File: src/rtl/booth_multiplier.sv
// Signed radix-4 Booth multiplier with a single registered output stage.
// The product is combinational from in1/in2 and lands in out one clock later, qualified by out_valid.
module booth_multiplier #(
    parameter int unsigned WIDTH = 6
) (
    input  logic               clk,
    input  logic               rst,
    input  logic               in_valid,
    input  logic [WIDTH-1:0]   in1,
    input  logic [WIDTH-1:0]   in2,
    output logic               out_valid,
    output logic [2*WIDTH-1:0] out
);

    localparam int unsigned NumPp = WIDTH / 2;
    localparam int unsigned PW    = 2 * WIDTH;

    typedef enum logic [2:0] {
        DigZero,
        DigPos1,
        DigPos2,
        DigNeg1,
        DigNeg2
    } booth_digit_e;

    logic [WIDTH:0]   in2_ext;
    logic [WIDTH:0]   in1_x1;
    logic [WIDTH:0]   in1_x2;
    booth_digit_e     digit   [NumPp];
    logic [WIDTH:0]   mag     [NumPp];
    logic             neg     [NumPp];
    logic [PW-1:0]    pp      [NumPp];
    logic [PW-1:0]    out_d;
    logic [PW-1:0]    out_q;
    logic             valid_q;

    // Implicit in2[-1] = 0 lives at bit 0 of the extended multiplier.
    assign in2_ext = {in2, 1'b0};
    // WIDTH+1 bits so that 2 * -2^(WIDTH-1) is still representable.
    assign in1_x1  = {in1[WIDTH-1], in1};
    assign in1_x2  = {in1, 1'b0};

    always_comb begin
        for (int k = 0; k < NumPp; k++) begin
            unique case (in2_ext[2*k +: 3])
                3'b001, 3'b010: digit[k] = DigPos1;
                3'b011:         digit[k] = DigPos2;
                3'b100:         digit[k] = DigNeg2;
                3'b101, 3'b110: digit[k] = DigNeg1;
                default:        digit[k] = DigZero;
            endcase
        end
    end

    always_comb begin
        for (int k = 0; k < NumPp; k++) begin
            mag[k] = '0;
            neg[k] = 1'b0;
            unique case (digit[k])
                DigPos1: mag[k] = in1_x1;
                DigPos2: mag[k] = in1_x2;
                DigNeg1: begin
                    mag[k] = ~in1_x1;
                    neg[k] = 1'b1;
                end
                DigNeg2: begin
                    mag[k] = ~in1_x2;
                    neg[k] = 1'b1;
                end
                default: mag[k] = '0;
            endcase
        end
    end

    // Sign-extend each one's-complement term and align it to its digit weight.
    always_comb begin
        for (int k = 0; k < NumPp; k++) begin
            pp[k] = {{(PW - WIDTH - 1){mag[k][WIDTH]}}, mag[k]} << (2 * k);
        end
    end

    // The +1 of every negated term is folded into the same sum at the digit's weight.
    always_comb begin
        out_d = '0;
        for (int k = 0; k < NumPp; k++) begin
            out_d = out_d + pp[k] + (PW'(neg[k]) << (2 * k));
        end
    end

    always_ff @(posedge clk) begin
        if (rst) begin
            out_q   <= '0;
            valid_q <= 1'b0;
        end else begin
            out_q   <= out_d;
            valid_q <= in_valid;
        end
    end

    assign out       = out_q;
    assign out_valid = valid_q;

endmodule

File: config.mk
export PLATFORM = sky130hd
export DESIGN_NAME = booth_multiplier
export DESIGN_NICKNAME = d
export VERILOG_FILES = /design/src/rtl/booth_multiplier.sv
export SDC_FILE = /design/constraint.sdc
export NUM_CORES = 1
export LEC_CHECK = 0
export BUFFER_PORTS_ARGS = -buffer_cell sky130_fd_sc_hd__buf_2
export CORE_ASPECT_RATIO = 1.25
export CORE_UTILIZATION = 61
export CTS_BUF_LIST = sky130_fd_sc_hd__clkbuf_4 sky130_fd_sc_hd__clkbuf_8 sky130_fd_sc_hd__clkbuf_16
export CTS_CLUSTER_DIAMETER = 100
export CTS_CLUSTER_SIZE = 20
export DETAILED_ROUTE_END_ITERATION = 12
export PLACE_DENSITY = 0.95
export SKIP_CTS_REPAIR_TIMING = 1
export SLEW_MARGIN = 15
export SYNTH_ARGS = -nofsm -noshare
export SYNTH_HDL_FRONTEND = slang
export SYNTH_SLANG_ARGS = --single-unit
File: constraint.sdc
create_clock -name clk -period 9.7 [get_ports clk]
set_input_delay 0 -clock clk [delete_from_list [all_inputs] [get_ports clk]]
set_output_delay 0 -clock clk [all_outputs]
set_load 0.02 [all_outputs]
# After elaboration in Yosys (flattened, before gate mapping)
# Index checks and enable logic that the tools add are counted.
# op_classes
n_addsub	5
n_mul	0
n_div	0
magnitude_cmp	0
eq_ne	27
shift	0
n_mux	9
bitwise_logic	2
n_reduce_logical	7
# ops
operator	count
$pmux 7 s4	3
$eq 3x2->1 const B	10
$eq 3x3->1 const B	9
$pmux 3 s4	2
$eq 3x1->1 const B	5
$not 7->7	2
$reduce_or 2->1	7
$add 11x11->12	1
$add 12x5->12	1
$add 10x4->11	1
$add 8x9->10	1
$pmux 3 s3	1
$add 7x2->8	1
$eq 2x2->1 const B	2
$mux 1	3
$eq 2x1->1 const B	1
# totals
regBits	13
latchBits	0
ramBits	0
romBits	0
out_inout_bits	13
n_memories	0

# Logic depth before layout (Yosys ltp)
# Gate-level depths: netlist (run 1).
# logic_depth
word_depth	10
ltp_mapped	13
depth_no_buf	12

# Worst setup path before layout (run 1)
# No wires, ideal clock.
# synth_path
path_type	input -> register
from	in in2[3]
to	reg out_q[8] (netlist: out[8])
arrival_ns	2.987
slack_ns	6.634
stages	13
n_path_buf	1
path_cell_list	buf_2 inv_1 or3_4 nor2_1 a211oi_1 fa_1 inv_1 fa_1 ha_1 a21oi_2 o21ai_2 or4_1 o211ai_1
# synth_between
elab_chain_cells	9
# synth_lines
element	line	text
start, declared	10	input logic [WIDTH-1:0] in2,
$eq 3x3->1 (tied with other cells)	45	unique case (in2_ext[2*k +: 3])
$reduce_or 2->1	45	
$pmux 3 s4	45	
$eq 3x3->1 (tied with other cells)	59	unique case (digit[k])
$pmux 7 s4 / $reduce_or 2->1 (equally long branches)	n/a	
$add 8x9->10 / $mux 1 (equally long branches)	86, 59	
$add 10x4->11	86	out_d = out_d + pp[k] + (PW'(neg[k]) << (2 * k));
$add 11x11->12	86	
$add 12x5->12 *	86	
end signal, assigned	95	out_q <= out_d;
end, declared	34	logic [PW-1:0] out_q;
# Every way passes the cells marked *; elsewhere a longest branch is shown, timed or not.
# A chain may end at the register's enable or synchronous reset.

# Worst setup path after layout (run 1)
# Ends and elaborated chain as after synthesis.

==> metrics.cfg, run 1 <==
[die]
die_x_microns=48.0
die_h_microns=59.6
fp.coreArea_sq_um=2480
die-area_sq_um=2860
num_rows=20
initial_core_util=0.653
io_pins=28

[clocking]
htreeDepth=1
clock-sinks=13
cts_tree=built
cts_root_buf=clkbuf_4
numCtsBuffers=3
clockBufferDepth=2
cts.clk_slew.worst_paths_ns=0.08

[sta]
period_minus_slack_ns=3.17
fmax_ghz=0.315
tns_ns=0
relSlewSlack=0.669
slew_viol_final=0
setup_viol=0
whs_ns=0.0564
hold_viol=0
setup_ws_ns=6.53
worst_slew_pin_slew_ns=0.492
fin_crit_sh=0.327
rsz0062_at_grt=false

[global_routing]
grt_pass1_wl_microns=4950
grt_pass1_vias=1177
grt_usage=0.242
overflow=0
antenna_found_initial=0
grt_max_degree=19

[run_status]
status=complete, no violations

[worst_setup_path]
worstSetupPathType=in2reg
crit_fanout=14
crit_family=adder cells
crit_slowest_cell=fa_1
cp-start-kind=input pin
worst_ep_required_time_ns=9.90
cp-end-kind=flip-flop
cpPeakStageDelay_ns=0.53
arrival_ns=3.38
crit_buf_inv=3
crit_chain=buf_2 > inv_1 > or3_4 > nor2_1 > a211oi_1 > fa_1 > inv_1 > fa_1 > ha_1 > a21oi_2 > o21ai_2 > or4_1 > o211ai_1

[placement]
dpl.cell_count=238
place_congestion=0.883
place_hpwl_microns=2550
port_buffers=27
dpl_worst_slack_ns=6.27

[synth]
yosysTopAreaCellShare=0.161
syn-instance-count=192
synth-seq-cells=13
syn_avg_cell_area_sq_um=8.42
ys_types=41
yosys_warnings=0
ys_top_cells_by_area=dfxtp_1 16%, ha_1 14%, fa_1 11%
synth_top_cell_by_area=dfxtp_1
synth_edf_count=0
synth_top_flop_cell=dfxtp_1
synth-async-reset-ratio=0
syn-num-nets=234
yosysMostFrequentCell=ha_1
synth_common_cells=18 x ha_1, 17 x nor2_1, 13 x dfxtp_1, 12 x inv_1
netlist_area_sq_um=1620
yosysSeqAreaShare=0.161

[route]
drt-initial-drc-count=30
wl_per_cell_microns=13.5
num_vias=1421
final_antenna_net_count=0
avgViaCountPerCell=5.85
drt-total-wl_microns=3280
dr.pass1.iters=5
drc=0

[finish]
stdcell_count=243
layout.nets=253
syn_to_final_growth_pct=9.83
insertedDiodeCount=0
layout-drive-gt1-share=0.190

[job]
cap_violations=0

[pwr]
p_leak_nw=0.833
vdd_drop_max_mv=0.104
p_per_area_nw_per_um2=183

[worst_hold_path]
hold_class=in2reg

## cell usage in the layout (no fill, tap or decap), drive strengths merged, types with 7 or more instances in the layout
cell type	netlist	routed
dfxtp	13	13
inv	12	12
fa	9	9
xnor2	11	11
nor2b	8	8
o21ai	8	8
mux2i	7	7
buf	4	27
nor3	7	7
xor2	7	7
a21oi	9	9
nand2	11	11
nor2	17	17
ha	18	18
## kinds of logic after synthesis
group,after synthesis,share of synthesized area
buffers and inverters,26,0.0635
AND/OR/NAND/NOR,56,0.180
XOR/XNOR,18,0.0975
AO/OA/AOI/OAI,43,0.190
adder cells (fa/ha/maj),27,0.251
multiplexers,9,0.0573
flip-flops,13,0.161
## final timing paths
path | cells after the start | startpoint | endpoint | slack, ns
setup / recovery | 13 | in2[3] | out[8]$_SDFF_PP0_ | 6.53
hold / removal | 3 | in2[0] | out[0]$_SDFF_PP0_ | 0.06
## final cells by class
| class | instances | area, sq um |
|---|---|---|
| Inverter | 12 | 45.0 |
| Timing Repair Buffer | 28 | 145 |
| Fill cell | 205 | 702 |
| Sequential cell | 13 | 260 |
| Tap cell | 33 | 41.3 |
| Multi-Input combinational cell | 153 | 1250 |
| Clock buffer | 4 | 30.0 |
## metal layers
metal  wire length (microns)  vias to the layer above  global-route usage
met5                       0                        -                   0
met2                    1650                       56               0.417
li1                        -                      714                   -
met1                    1370                      642               0.277
met3                     159                        9              0.0122
met4                      96                        0               0.151
## through the flow
stage,cell area (sq um),power (mW),util
finish,1780,0.324,0.717
global route,1780,0.354,0.717
CTS,1770,0.324,0.713
detailed placement,1740,0.285,0.701
global placement,1740,0.277,0.701
floorplan,1620,0.241,-
## state kept, by name, summed over array words and instances (netlist names)
register   count
out           12
out_valid      1
## report_power, final
part	total (mW)	switching [mW]	internal, mW
sequential	0.0730	0.00294	0.0700
clock	0.0351	0.0164	0.0187
combinational	0.216	0.124	0.0921
total	0.324	0.143	0.181
Power figures use the tool's default switching activity.
==> inputs of run 2 (changes only) <==
--- a/config.mk
+++ b/config.mk
@@ -7,12 +7,12 @@
 export LEC_CHECK = 0
 export BUFFER_PORTS_ARGS = -buffer_cell sky130_fd_sc_hd__buf_2
 export CORE_ASPECT_RATIO = 1.25
-export CORE_UTILIZATION = 61
+export CORE_UTILIZATION = 57
 export CTS_BUF_LIST = sky130_fd_sc_hd__clkbuf_4 sky130_fd_sc_hd__clkbuf_8 sky130_fd_sc_hd__clkbuf_16
 export CTS_CLUSTER_DIAMETER = 100
 export CTS_CLUSTER_SIZE = 20
 export DETAILED_ROUTE_END_ITERATION = 12
-export PLACE_DENSITY = 0.95
+export PLACE_DENSITY = 0.91
 export SKIP_CTS_REPAIR_TIMING = 1
 export SLEW_MARGIN = 15
 export SYNTH_ARGS = -nofsm -noshare
==> constraint.sdc (replaced) <==
create_clock -name clk -period 3 [get_ports clk]
set_input_delay 0 -clock clk [delete_from_list [all_inputs] [get_ports clk]]
set_output_delay 0 -clock clk [all_outputs]
set_load 0.02 [all_outputs]
==> metrics.cfg, run 2 (same netlist as run 1, synthesis figures left out) <==
[run_status]
status=complete, no violations

[finish]
fin_util=0.725  ; +0.00882
stdcell_count=263  ; +8.2%
syn_to_final_growth_pct=20.3
stdcell_area_sq_um=1940  ; +9.5%
mostFrequentLayoutCell=buf_2
largest_reg_flops=12  ; unchanged
layout-drive-gt1-share=0.266  ; +0.0759
layout.nets=272  ; +7.5%
insertedDiodeCount=0  ; unchanged
layout_common_cells=27 x buf_2, 18 x buf_4, 17 x nor2_1, 17 x ha_1, 13 x dfxtp_1
fillers=215  ; +4.9%

[worst_setup_path]
cp-start-kind=input pin
worstSetupPathType=in2reg
crit_fanout=6  ; -8
arrival_ns=3.05  ; -0.33 ns
crit_path_end=out[8]$_SDFF_PP0_
worst_ep_required_time_ns=3.21  ; -6.69 ns
cp-end-kind=flip-flop
startpoint=in2[3]

[pwr]
power_mw=1.14  ; +250%
vdd_drop_max_mv=0.388  ; +270%
p_leak_nw=0.931  ; +12%
p_per_area_nw_per_um2=588  ; +220%

[clocking]
htreeDepth=1  ; unchanged
cts_tree=built
cts.clk_slew.worst_paths_ns=0.08  ; about the same
clockBufferDepth=2  ; unchanged
clock-sinks=13  ; unchanged
numCtsBuffers=3  ; unchanged
cts_root_buf=clkbuf_4

[worst_hold_path]
hold_class=in2reg

[placement]
place_congestion=0.907  ; +2.8%
dpl_worst_slack_ns=-0.134  ; -6.40 ns
place_hpwl_microns=3040  ; +19%
port_buffers=27  ; unchanged
dpl.cell_count=258  ; +8.4%
post_dp_cell_area_sq_um=1900  ; +9.7%

[die]
die_x_microns=49.6  ; +3.3%
num_rows=21  ; +5.0%
io_pins=28  ; unchanged
initial_core_util=0.603  ; -0.0494
die-area_sq_um=3050  ; +6.7%
die_h_microns=61.5  ; +3.3%
fp.coreArea_sq_um=2680  ; +8.2%

[route]
drt-total-wl_microns=3710  ; +13%
final_antenna_net_count=0  ; unchanged
wl_per_cell_microns=14.1  ; +4.5%
dr.pass1.iters=4  ; -1
avgViaCountPerCell=5.84  ; -0.19%
drc=0  ; unchanged
drt-initial-drc-count=60  ; +100%
num_vias=1535  ; +8.0%

[sta]
setup_viol=0  ; unchanged
hold_viol=0  ; unchanged
tns_ns=0  ; unchanged
fmax_ghz=0.352
relSlewSlack=0.735  ; +0.0656
rsz0062_at_grt=false
whs_ns=0.0545  ; -0.00183 ns
setup_ws_ns=0.157  ; -6.37 ns
fin_crit_sh=0.948
slew_viol_final=0  ; unchanged
period_minus_slack_ns=2.84
worst_slew_pin_slew_ns=0.393  ; -0.0987 ns

[global_routing]
grt_usage=0.256  ; +0.0134
grt_pass1_vias=1409  ; +20%
grt_max_degree=19  ; unchanged
grt_pass1_wl_microns=5850  ; +18%
overflow=0  ; unchanged
antenna_found_initial=0  ; unchanged

[job]
cap_violations=0  ; unchanged

-- run 2: cell types whose count changed in the layout (fill, tap and decap cells not counted), sizes merged --
cell | previous run | this run
buf | 27 | 46
-- run 2: cell type report --
class	count	area (sq um)	share of cell area
Sequential cell	13	260	0.134
Inverter	12	45.0	0.0232
Tap cell	34	42.5	0.0219
Timing Repair Buffer	47	300	0.154
Multi-Input combinational cell	153	1270	0.651
Clock buffer	4	30.0	0.0154
-- run 2: worst max-delay path, cell delays in order --
cell and delay [ns]:
buf_2 0.12, inv_2 0.06, or3_4 0.42, nor2_1 0.11, a211oi_1 0.07, fa_1 0.53, inv_1 0.05, fa_1 0.56
ha_4 0.23, a21oi_2 0.17, o21ai_2 0.10, or4_1 0.48, o211ai_1 0.13
-- run 2: layer usage --
metal	GRT usage	share of wire	vias up
met5	0	0	-
met4	0.176	0.035	0
li1	-	-	746
met2	0.500	0.54	60
met1	0.263	0.38	716
met3	0.0173	0.049	13
-- run 2: power by group --
part	switching, mW	total, mW	internal (mW)
registers	0.0109	0.238	0.227
logic	0.425	0.787	0.362
clock network	0.0582	0.119	0.0608
total	0.494	1.14	0.650
-- run 2: worst min-delay path by stage --
stage                        start                   end  slack [ns]  cells past startpoint
final                       in2[0]     out[0]$_SDFF_PP0_        0.05                      3
after detailed placement  in_valid  out_valid$_SDFF_PP0_        0.22                      2
after global placement    in_valid  out_valid$_SDFF_PP0_        0.21                      2
after CTS                 in_valid  out_valid$_SDFF_PP0_       -0.06                      2
after global routing        in2[0]     out[0]$_SDFF_PP0_        0.06                      3
after floorplan           in_valid  out_valid$_SDFF_PP0_        0.13                      1
==> inputs of run 3 (changes only) <==
--- a/config.mk
+++ b/config.mk
@@ -5,14 +5,14 @@
 export SDC_FILE = /design/constraint.sdc
 export NUM_CORES = 1
 export LEC_CHECK = 0
-export BUFFER_PORTS_ARGS = -buffer_cell sky130_fd_sc_hd__buf_2
 export CORE_ASPECT_RATIO = 1.25
-export CORE_UTILIZATION = 57
+export CORE_UTILIZATION = 50
 export CTS_BUF_LIST = sky130_fd_sc_hd__clkbuf_4 sky130_fd_sc_hd__clkbuf_8 sky130_fd_sc_hd__clkbuf_16
 export CTS_CLUSTER_DIAMETER = 100
 export CTS_CLUSTER_SIZE = 20
 export DETAILED_ROUTE_END_ITERATION = 12
-export PLACE_DENSITY = 0.91
+export DONT_BUFFER_PORTS = 1
+export PLACE_DENSITY = 0.75
 export SKIP_CTS_REPAIR_TIMING = 1
 export SLEW_MARGIN = 15
 export SYNTH_ARGS = -nofsm -noshare
==> metrics.cfg, run 3 (same netlist as run 1, synthesis figures left out) <==
[clocking]
cts.clk_slew.worst_paths_ns=0.08  ; about the same
cts_tree=built
numCtsBuffers=3  ; unchanged
cts_root_buf=clkbuf_4
clock-sinks=13  ; unchanged
htreeDepth=1  ; unchanged
clockBufferDepth=2  ; unchanged

[sta]
hold_viol=0  ; unchanged
slew_viol_final=0  ; unchanged
rsz0062_at_grt=false
setup_viol=0  ; unchanged
period_minus_slack_ns=2.65  ; -0.195 ns
worst_slew_pin_slew_ns=0.595  ; +0.202 ns
fmax_ghz=0.378  ; +7.4%
whs_ns=0.0765  ; +0.0220 ns
tns_ns=0  ; unchanged
relSlewSlack=0.602  ; -0.133
fin_crit_sh=0.883  ; -0.0649

[worst_setup_path]
crit_fanout=14  ; +8
worstSetupPathType=in2reg
crit_path_end=out[11]$_SDFF_PP0_
cp-start-kind=input pin
cpPeakStageDelay_ns=0.51  ; -0.05 ns
cp_common_cell=fa_1
startpoint=in2[3]
worst_ep_required_time_ns=3.18  ; -0.03 ns
crit_slowest_cell=fa_1
cp-end-kind=flip-flop
crit_chain=inv_2 > or3_4 > nor2_1 > a211oi_1 > fa_1 > inv_1 > fa_1 > ha_1 > o21ai_0 > a22oi_1 > a21oi_1 > mux2_2
arrival_ns=2.83  ; -0.22 ns

[route]
drc=0  ; unchanged
met1Wirelength_microns=1330  ; -6.2%
final_antenna_net_count=0  ; unchanged
met3_length_microns=189  ; +5.0%
drt-initial-drc-count=27  ; -55%
drt-total-wl_microns=3250  ; -12%
avgViaCountPerCell=6.10  ; +4.5%
top_layer=met4
num_vias=1385  ; -9.8%
wl_per_cell_microns=14.3  ; +1.6%
dr.pass1.iters=4  ; unchanged
wl_met2_microns=1650  ; -17%

[die]
die_x_microns=52.9  ; +6.5%
die-area_sq_um=3470  ; +13%
initial_core_util=0.539  ; -0.0644
num_rows=22  ; +4.8%
fp.coreArea_sq_um=3000  ; +12%
die_h_microns=65.6  ; +6.5%
io_pins=28  ; unchanged

[finish]
multiInputGateArea_sq_um=1270  ; unchanged
insertedDiodeCount=0  ; unchanged
fin_util=0.575  ; -0.151
syn_to_final_growth_pct=6.66
largest_reg_flops=12  ; unchanged
layout_common_cells=17 x nor2_1, 17 x ha_1, 13 x dfxtp_1
layout-drive-gt1-share=0.105  ; -0.162
layout.nets=234  ; -14%
regArea_sq_um=260  ; unchanged
stdcell_count=227  ; -14%
fillers=271  ; +26%

[global_routing]
grt_usage=0.215  ; -0.0407
grt_pass1_wl_microns=5550  ; -5.2%
antenna_found_initial=0  ; unchanged
grt_max_degree=19  ; unchanged
grt_pass1_vias=1277  ; -9.4%
overflow=0  ; unchanged

[run_status]
status=complete, no violations

[placement]
port_buffers=0  ; -100%
dpl.cell_count=219  ; -15%
place_hpwl_microns=2620  ; -14%
place_congestion=0.880  ; -3.0%

[pwr]
p_int_uw=565  ; -13%
power.switching_uw=430  ; -13%
combPwrFrac=0.565  ; -0.123
vdd_drop_max_mv=0.423  ; +8.9%
p_sw_frac=0.432  ; about the same
p_leak_nw=0.751  ; -19%
p_per_area_nw_per_um2=577  ; -1.9%
p_seq_frac=0.314  ; +0.106
pwr-share-clk=0.120  ; +0.016
power_uw=995  ; -13%

[job]
cap_violations=0  ; unchanged

[worst_hold_path]
hold_class=in2reg

==> run 3: layout make-up <==
| cell class | instances | area share |
|---|---|---|
| multi-input combinational | 153 | 0.734 |
| timing repair buffer | 9 | 0.0450 |
| clock buffer | 4 | 0.0174 |
| inverter | 12 | 0.0261 |
| sequential | 13 | 0.151 |
| tap | 36 | 0.0261 |
==> run 3: layer usage <==
metal  vias up  track usage
li1        676            -
met1       657        0.252
met2        45        0.361
met3         7       0.0417
met4         0        0.109
met5         -            0
==> run 3: power groups by stage <==
stage | clock (mW) | sequential (mW) | combinational (mW)
final | 0.120 | 0.313 | 0.563
after global routing | 0.128 | 0.321 | 0.651
after global placement | 0 | 0.319 | 0.536
after detailed placement | 0 | 0.318 | 0.554
after CTS | 0.121 | 0.314 | 0.559
after floorplan | 0 | 0.314 | 0.479
==> run 3: worst max-delay path, delay by kind of cell <==
kind | cells | cell delay (ns)
AO/OA/AOI/OAI | 4 | 0.62
adder cells (fa/ha/maj) | 3 | 1.24
buffers and inverters | 2 | 0.10
multiplexers | 1 | 0.35
AND/OR/NAND/NOR | 2 | 0.51
==> run 3: worst min-delay path by stage <==
stage	start	end	slack (ns)	cells past startpoint
floorplan	in_valid	out_valid$_SDFF_PP0_	0.13	1
global placement	rst	out_valid$_SDFF_PP0_	0.08	1
detailed placement	rst	out_valid$_SDFF_PP0_	0.08	1
CTS	rst	out_valid$_SDFF_PP0_	-0.23	1
global route	in2[1]	out[1]$_SDFF_PP0_	0.10	3
finish	in2[1]	out[1]$_SDFF_PP0_	0.08	3
==> run 3: metrics by stage <==
| stage | setup slack [ns] | instance area (sq um) |
|---|---|---|
| floorplan | 0.0206 | 1630 |
| global placement | 0.133 | 1650 |
| detailed placement | 0.0452 | 1650 |
| CTS | 0.342 | 1680 |
| global route | 0.103 | 1720 |
| finish | 0.352 | 1720 |
